===== config.mk =====
export PLATFORM = sky130hd
export DESIGN_NAME = mux_scan_sampler
export DESIGN_NICKNAME = d
export VERILOG_FILES = /design/src/rtl/mux_scan_pkg.sv /design/src/rtl/mux_scan_sampler_settle_timer.sv /design/src/rtl/mux_scan_sampler.sv
export SDC_FILE = /design/constraint.sdc
export NUM_CORES = 1
export LEC_CHECK = 0
export CAP_MARGIN = 20
export CELL_PAD_IN_SITES_DETAIL_PLACEMENT = 1
export CELL_PAD_IN_SITES_GLOBAL_PLACEMENT = 1
export CORE_MARGIN = 1
export CORE_UTILIZATION = 40
export DETAILED_ROUTE_END_ITERATION = 12
export PLACE_DENSITY = 0.72
export REMOVE_ABC_BUFFERS = 1
export SYNTH_ARGS = -nofsm -noshare
export SYNTH_HDL_FRONTEND = slang
export SYNTH_SLANG_ARGS = --single-unit

===== constraint.sdc =====
create_clock -name i_clk -period 2.57 [get_ports i_clk]
set_input_delay 0.514 -clock i_clk [delete_from_list [all_inputs] [get_ports i_clk]]
set_output_delay 0.514 -clock i_clk [all_outputs]
set_load 0.05 [all_outputs]

===== src/rtl/mux_scan_pkg.sv =====
// Shared types, sizes and helpers for the 4:1 mux scan sampler.
package mux_scan_pkg;

  localparam int NUM_CH = 4;
  localparam int CH_W   = 2;

  typedef enum logic [1:0] {
    IDLE   = 2'd0,
    SETTLE = 2'd1,
    SAMPLE = 2'd2,
    HOLD   = 2'd3
  } scan_state_t;

  // Channel index maps straight onto {s2,s1}: 00->x1, 01->x2, 10->x3, 11->x4.
  function automatic logic [CH_W-1:0] ch_to_sel(input logic [CH_W-1:0] ch);
    return {ch[1], ch[0]};
  endfunction

  function automatic logic even_parity(input logic [NUM_CH-1:0] word);
    return ^word;
  endfunction

endpackage


===== src/rtl/mux_scan_sampler_settle_timer.sv =====
// Settle-time counter: load clears, count advances, done marks the last settle cycle.
// Also holds the elaboration-time parameter checker for the timer.
module settle_timer #(
  parameter int SETTLE_CYCLES = 2,
  parameter int CNT_W         = 8
) (
  input  logic i_clk,
  input  logic i_rst,
  input  logic i_load,
  input  logic i_count,
  output logic o_done
);

  localparam logic [CNT_W-1:0] CNT_LAST = CNT_W'(SETTLE_CYCLES - 1);
  localparam logic [CNT_W-1:0] CNT_ONE  = CNT_W'(1);

  logic [CNT_W-1:0] r_cnt;
  logic             w_done;

  assign w_done = (r_cnt == CNT_LAST);

  // Settle counter register.
  always_ff @(posedge i_clk or posedge i_rst) begin
    if (i_rst) begin
      r_cnt <= {CNT_W{1'b0}};
    end else if (i_load) begin
      r_cnt <= {CNT_W{1'b0}};
    end else if (i_count && !w_done) begin
      r_cnt <= r_cnt + CNT_ONE;
    end else begin
      r_cnt <= r_cnt;
    end
  end

  assign o_done = w_done;

endmodule

module settle_timer_param_chk #(
  parameter int SETTLE_CYCLES = 2,
  parameter int CNT_W         = 8
) ();

  if (SETTLE_CYCLES < 1 || SETTLE_CYCLES > 255) begin : g_bad_settle
    $error("settle_timer: SETTLE_CYCLES=%0d outside 1..255", SETTLE_CYCLES);
  end

  if (CNT_W < 1 || CNT_W > 30) begin : g_bad_cnt_w
    $error("settle_timer: CNT_W=%0d outside 1..30", CNT_W);
  end else if (SETTLE_CYCLES > (2 ** CNT_W) - 1) begin : g_cnt_too_narrow
    $error("settle_timer: CNT_W=%0d too narrow for SETTLE_CYCLES=%0d", CNT_W, SETTLE_CYCLES);
  end

endmodule


===== src/rtl/mux_scan_sampler.sv =====
// Scans a 4:1 mux through x1..x4, samples f after a settle time, and offers the packed word on valid/ready.
// Optional word_parity output when MUX_SCAN_PARITY_EN is defined.
module mux_scan_sampler
  import mux_scan_pkg::*;
#(
  parameter int SETTLE_CYCLES = 2,
  parameter int CNT_W         = 8
) (
  input  logic       i_clk,
  input  logic       i_rst,
  input  logic       i_start,
  input  logic       i_continuous,
  output logic       o_s1,
  output logic       o_s2,
  input  logic       i_f,
  output logic [3:0] o_word,
  output logic       o_word_valid,
  input  logic       i_word_ready,
`ifdef MUX_SCAN_PARITY_EN
  output logic       o_word_parity,
`endif
  output logic       o_busy
);

  localparam logic [CH_W-1:0] CH_FIRST = CH_W'(0);
  localparam logic [CH_W-1:0] CH_LAST  = CH_W'(NUM_CH - 1);
  localparam logic [CH_W-1:0] CH_ONE   = CH_W'(1);

  scan_state_t       r_state;
  scan_state_t       w_state_nxt;
  logic [CH_W-1:0]   r_ch;
  logic [CH_W-1:0]   w_ch_nxt;
  logic [NUM_CH-1:0] r_shadow;
  logic [NUM_CH-1:0] w_shadow_nxt;
  logic [CH_W-1:0]   r_sel;
  logic [3:0]        r_word;
  logic              r_word_valid;
  logic              r_busy;
  logic              w_load;
  logic              w_count;
  logic              w_done;
  logic              w_word_load;
  logic              w_accept;

  settle_timer_param_chk #(
    .SETTLE_CYCLES (SETTLE_CYCLES),
    .CNT_W         (CNT_W)
  ) u_param_chk ();

  settle_timer #(
    .SETTLE_CYCLES (SETTLE_CYCLES),
    .CNT_W         (CNT_W)
  ) u_settle_timer (
    .i_clk   (i_clk),
    .i_rst   (i_rst),
    .i_load  (w_load),
    .i_count (w_count),
    .o_done  (w_done)
  );

  // State register.
  always_ff @(posedge i_clk or posedge i_rst) begin
    if (i_rst) begin
      r_state <= IDLE;
    end else begin
      r_state <= w_state_nxt;
    end
  end

  // Next-state and per-state control strobes.
  always_comb begin
    w_state_nxt  = r_state;
    w_ch_nxt     = r_ch;
    w_shadow_nxt = r_shadow;
    w_load       = 1'b0;
    w_count      = 1'b0;
    w_word_load  = 1'b0;
    w_accept     = 1'b0;
    case (r_state)
      IDLE: begin
        if (i_start) begin
          w_state_nxt = SETTLE;
          w_ch_nxt    = CH_FIRST;
          w_load      = 1'b1;
        end else begin
          w_state_nxt = IDLE;
        end
      end
      SETTLE: begin
        if (w_done) begin
          w_state_nxt = SAMPLE;
        end else begin
          w_count = 1'b1;
        end
      end
      SAMPLE: begin
        w_shadow_nxt[r_ch] = i_f;
        if (r_ch == CH_LAST) begin
          w_state_nxt = HOLD;
          w_word_load = 1'b1;
        end else begin
          w_state_nxt = SETTLE;
          w_ch_nxt    = r_ch + CH_ONE;
          w_load      = 1'b1;
        end
      end
      HOLD: begin
        if (i_word_ready) begin
          w_accept = 1'b1;
          if (i_continuous) begin
            w_state_nxt = SETTLE;
            w_ch_nxt    = CH_FIRST;
            w_load      = 1'b1;
          end else begin
            w_state_nxt = IDLE;
          end
        end else begin
          w_state_nxt = HOLD;
        end
      end
      default: begin
        w_state_nxt = IDLE;
      end
    endcase
  end

  // Channel index, shadow samples and select lines; select moves on the same edge as the index.
  always_ff @(posedge i_clk or posedge i_rst) begin
    if (i_rst) begin
      r_ch     <= CH_FIRST;
      r_shadow <= {NUM_CH{1'b0}};
      r_sel    <= {CH_W{1'b0}};
    end else begin
      r_ch     <= w_ch_nxt;
      r_shadow <= w_shadow_nxt;
      r_sel    <= ch_to_sel(w_ch_nxt);
    end
  end

  // Output word, handshake valid and busy flag.
  always_ff @(posedge i_clk or posedge i_rst) begin
    if (i_rst) begin
      r_word       <= 4'b0000;
      r_word_valid <= 1'b0;
      r_busy       <= 1'b0;
    end else begin
      if (w_word_load) begin
        r_word <= w_shadow_nxt;
      end else begin
        r_word <= r_word;
      end
      if (w_word_load) begin
        r_word_valid <= 1'b1;
      end else if (w_accept) begin
        r_word_valid <= 1'b0;
      end else begin
        r_word_valid <= r_word_valid;
      end
      r_busy <= (w_state_nxt != IDLE);
    end
  end

`ifdef MUX_SCAN_PARITY_EN
  logic r_word_parity;

  // Parity is captured together with the word so both change on the same edge.
  always_ff @(posedge i_clk or posedge i_rst) begin
    if (i_rst) begin
      r_word_parity <= 1'b0;
    end else if (w_word_load) begin
      r_word_parity <= even_parity(w_shadow_nxt);
    end else begin
      r_word_parity <= r_word_parity;
    end
  end

  assign o_word_parity = r_word_parity;
`endif

  assign o_s1         = r_sel[0];
  assign o_s2         = r_sel[1];
  assign o_word       = r_word;
  assign o_word_valid = r_word_valid;
  assign o_busy       = r_busy;

endmodule


==> reports/results.tsv <==
metric	value	unit
Final Max Tran Viols	0	
clock buffer depth	2	
GRT Total Usage	0.188	
commonest cells after routing, fill and taps aside	dfrtp_1, clkdlybuf4s50_1, nand2_1, mux2_2	
starting density of the core	0.427	
input/output buffers	13	
Setup crit end kind	output port	
Initial DRC Count	4	
Rows	18	
met2 wire length	1060	um
Final Hold Viols	0	
H-tree level count	1	
commonest non-fill, non-tap cell in the layout	dfrtp_1	
Mean Syn Cell Area	10.9	sq um
first-pass GRT wire length	3750	um
Worst Min Path Start	r_shadow[1]$_DFF_PP0_	
Worst Reg-to-Reg Cells	6	
Synth Cell Area	1070	sq um
Yosys top cell area share	0.492	
Layout area overhead	17.7	%
number of vias per cell	5.43	
top post-synthesis cells by area	dfrtp_1, mux2_2, ha_1	
r2r endpoint	u_settle_timer.r_cnt[1]$_DFFE_PP0P_	
fin crit share	0.817	
vias in the first global route	825	
WP depth	1	
Layout Cells excl Fill	144	
TritonCTS clock tree	yes	
met3 wire len	61	um
Worst R2R Setup Slack	0.67	ns
Min Hold Slack	0.512	ns
# DRC	0	
I/O pin count	14	
MaxCap Viol Count	0	
Highest Signal Layer	met4	
unrepaired setup endpoints after global routing	false	
Main synth FF type	dfrtp_1	
VDD IR-drop max	0.000651	V
DRT Pass-1 Iters	3	
Slew @ Worst Pin	0.663	ns
largest fanout on the critical path	5	
worst min-delay path category	reg2reg	
FILL cells	285	
status	finished clean	
Worst EP required	2.06	ns
Ys Warns	0	
gate count of the mapped netlist	98	
Ant. Diodes	0	
buffers plus inverters on the worst setup path	1	
clock tree sinks	21	
GPL Wtd Cong	0.739	
clock latency on the worst-skew pair	0.32	ns
Worst Setup SP	r_sel[0]$_DFFE_PP0P_	
WL/cell	15.3	um
HPWL Detailed	1620	um
crit path time final	2.10	ns
slew margin rel.	0.555	
die height	53.7	um
CTS Buf Count	3	
met1 WL	1030	um
final worst slack	0.471	ns
cell taking the most area after synthesis	dfrtp_1	
Setup TNS	0	ns
leakage	0.544	nW
DIE WIDTH	53.7	um
Vias	782	
worst reg2reg startpoint	u_settle_timer.r_cnt[1]$_DFFE_PP0P_	
clock slew at reported path FFs	0.11	ns
Crit-path slowest cell	clkdlybuf4s50_1	
asr flop ratio synth	1.00	
Critical Path Max Stage Delay	0.83	ns
Resized cells post-CTS	0	
CP Launch Type	register	
Crit Path Class	reg2out	
pre-CTS worst setup slack	0.427	ns
synthesis-stage register bit count	21	
Post-CTS Setup Inserts	0	
Nets	127	
layout cells sized above 1	0.149	
end of the critical path	o_s1	
Hold Buf Count CTS	0	
GRT overflow	0	
area of the die	2880	sq um
final setup violation count	0	
clock root buffer master	clkbuf_4	
initial antenna violation count	0	
worst-path cell chain	clkdlybuf4s50_1	
total core area	2500	sq um
Arr. time, crit path	1.59	ns
post-placement cell count	140	
Post-synth EDFFs	0	
Final ANT Viol Nets	0	
CP top delay family	buffers and inverters	
Yosys cell types	28	
Pwr per Cell Area	1060	nW/um^2
Max Clk Rate	476	MHz
clock skew	0.00682	ns
largest net degree at the start of global routing	22	
WL final	2200	um
register area share after synthesis	0.492	
flip-flops by register name, summed over array words and instances (netlist names):
signal / cells
o_busy: 1
o_word: 4
o_word_valid: 1
r_sel: 2
r_shadow: 3
r_state: 2
u_settle_timer.r_cnt: 8
routing by layer:
layer | global-route usage | vias up
met1 | 0.230 | 389
met2 | 0.309 | 11
met5 | 0 | -
li1 | - | 377
met3 | 0.0339 | 5
met4 | 0.105 | 0
Yosys cell counts (3+ instances only):
cell     number
nand2_1       9
ha_1          6
dfrtp_1      21
inv_1         6
a21oi_1       4
nand4_1       3
nor2_1        5
or3_1         3
o21ai_0       5
mux2_2        8
nor3_1        3
o31ai_1       3
how the worst min path moves through the flow:
stage	slack [ns]	end	cells after the start
after global placement	0.48	r_shadow[0]$_DFF_PP0_	1
after floorplan	0.47	r_shadow[0]$_DFF_PP0_	1
final	0.51	r_shadow[1]$_DFF_PP0_	1
after CTS	0.51	r_shadow[1]$_DFF_PP0_	1
after detailed placement	0.48	r_shadow[1]$_DFF_PP0_	1
after global routing	0.54	r_shadow[2]$_DFF_PP0_	1
report_power, final:
group / total [mW] / internal [mW] / switching, mW
registers: 0.540 / 0.432 / 0.109
clock network: 0.165 / 0.0608 / 0.104
logic: 0.625 / 0.255 / 0.370
cell families after synthesis:
family	count (synthesis)	synth area share
AOI/OAI and AO/OA	17	0.109
DFF	21	0.492
and+or+nand+nor	34	0.173
xor gates and xnor gates	3	0.0246
adders and majority gates	6	0.0703
buffers and inverters	8	0.0328
muxes	9	0.0984
layout make-up:
type	instances	area (sq um)	area share
clock buffers	4	26.3	0.0209
well taps	30	37.5	0.0299
flip-flops and latches	21	526	0.418
inverters	6	22.5	0.0179
repair buffers	14	138	0.109
multi-input cells	69	508	0.404
per-stage QoR:
stage          area, sq um  utilization  power [mW]
3_3_place_gp          1230        0.492        1.16
5_1_grt               1260        0.503        1.44
4_1_cts               1260        0.503        1.35
3_5_place_dp          1230        0.492        1.18
6_report              1260        0.503        1.33
2_1_floorplan         1060            -       0.984
Power figures use the tool's default switching activity.
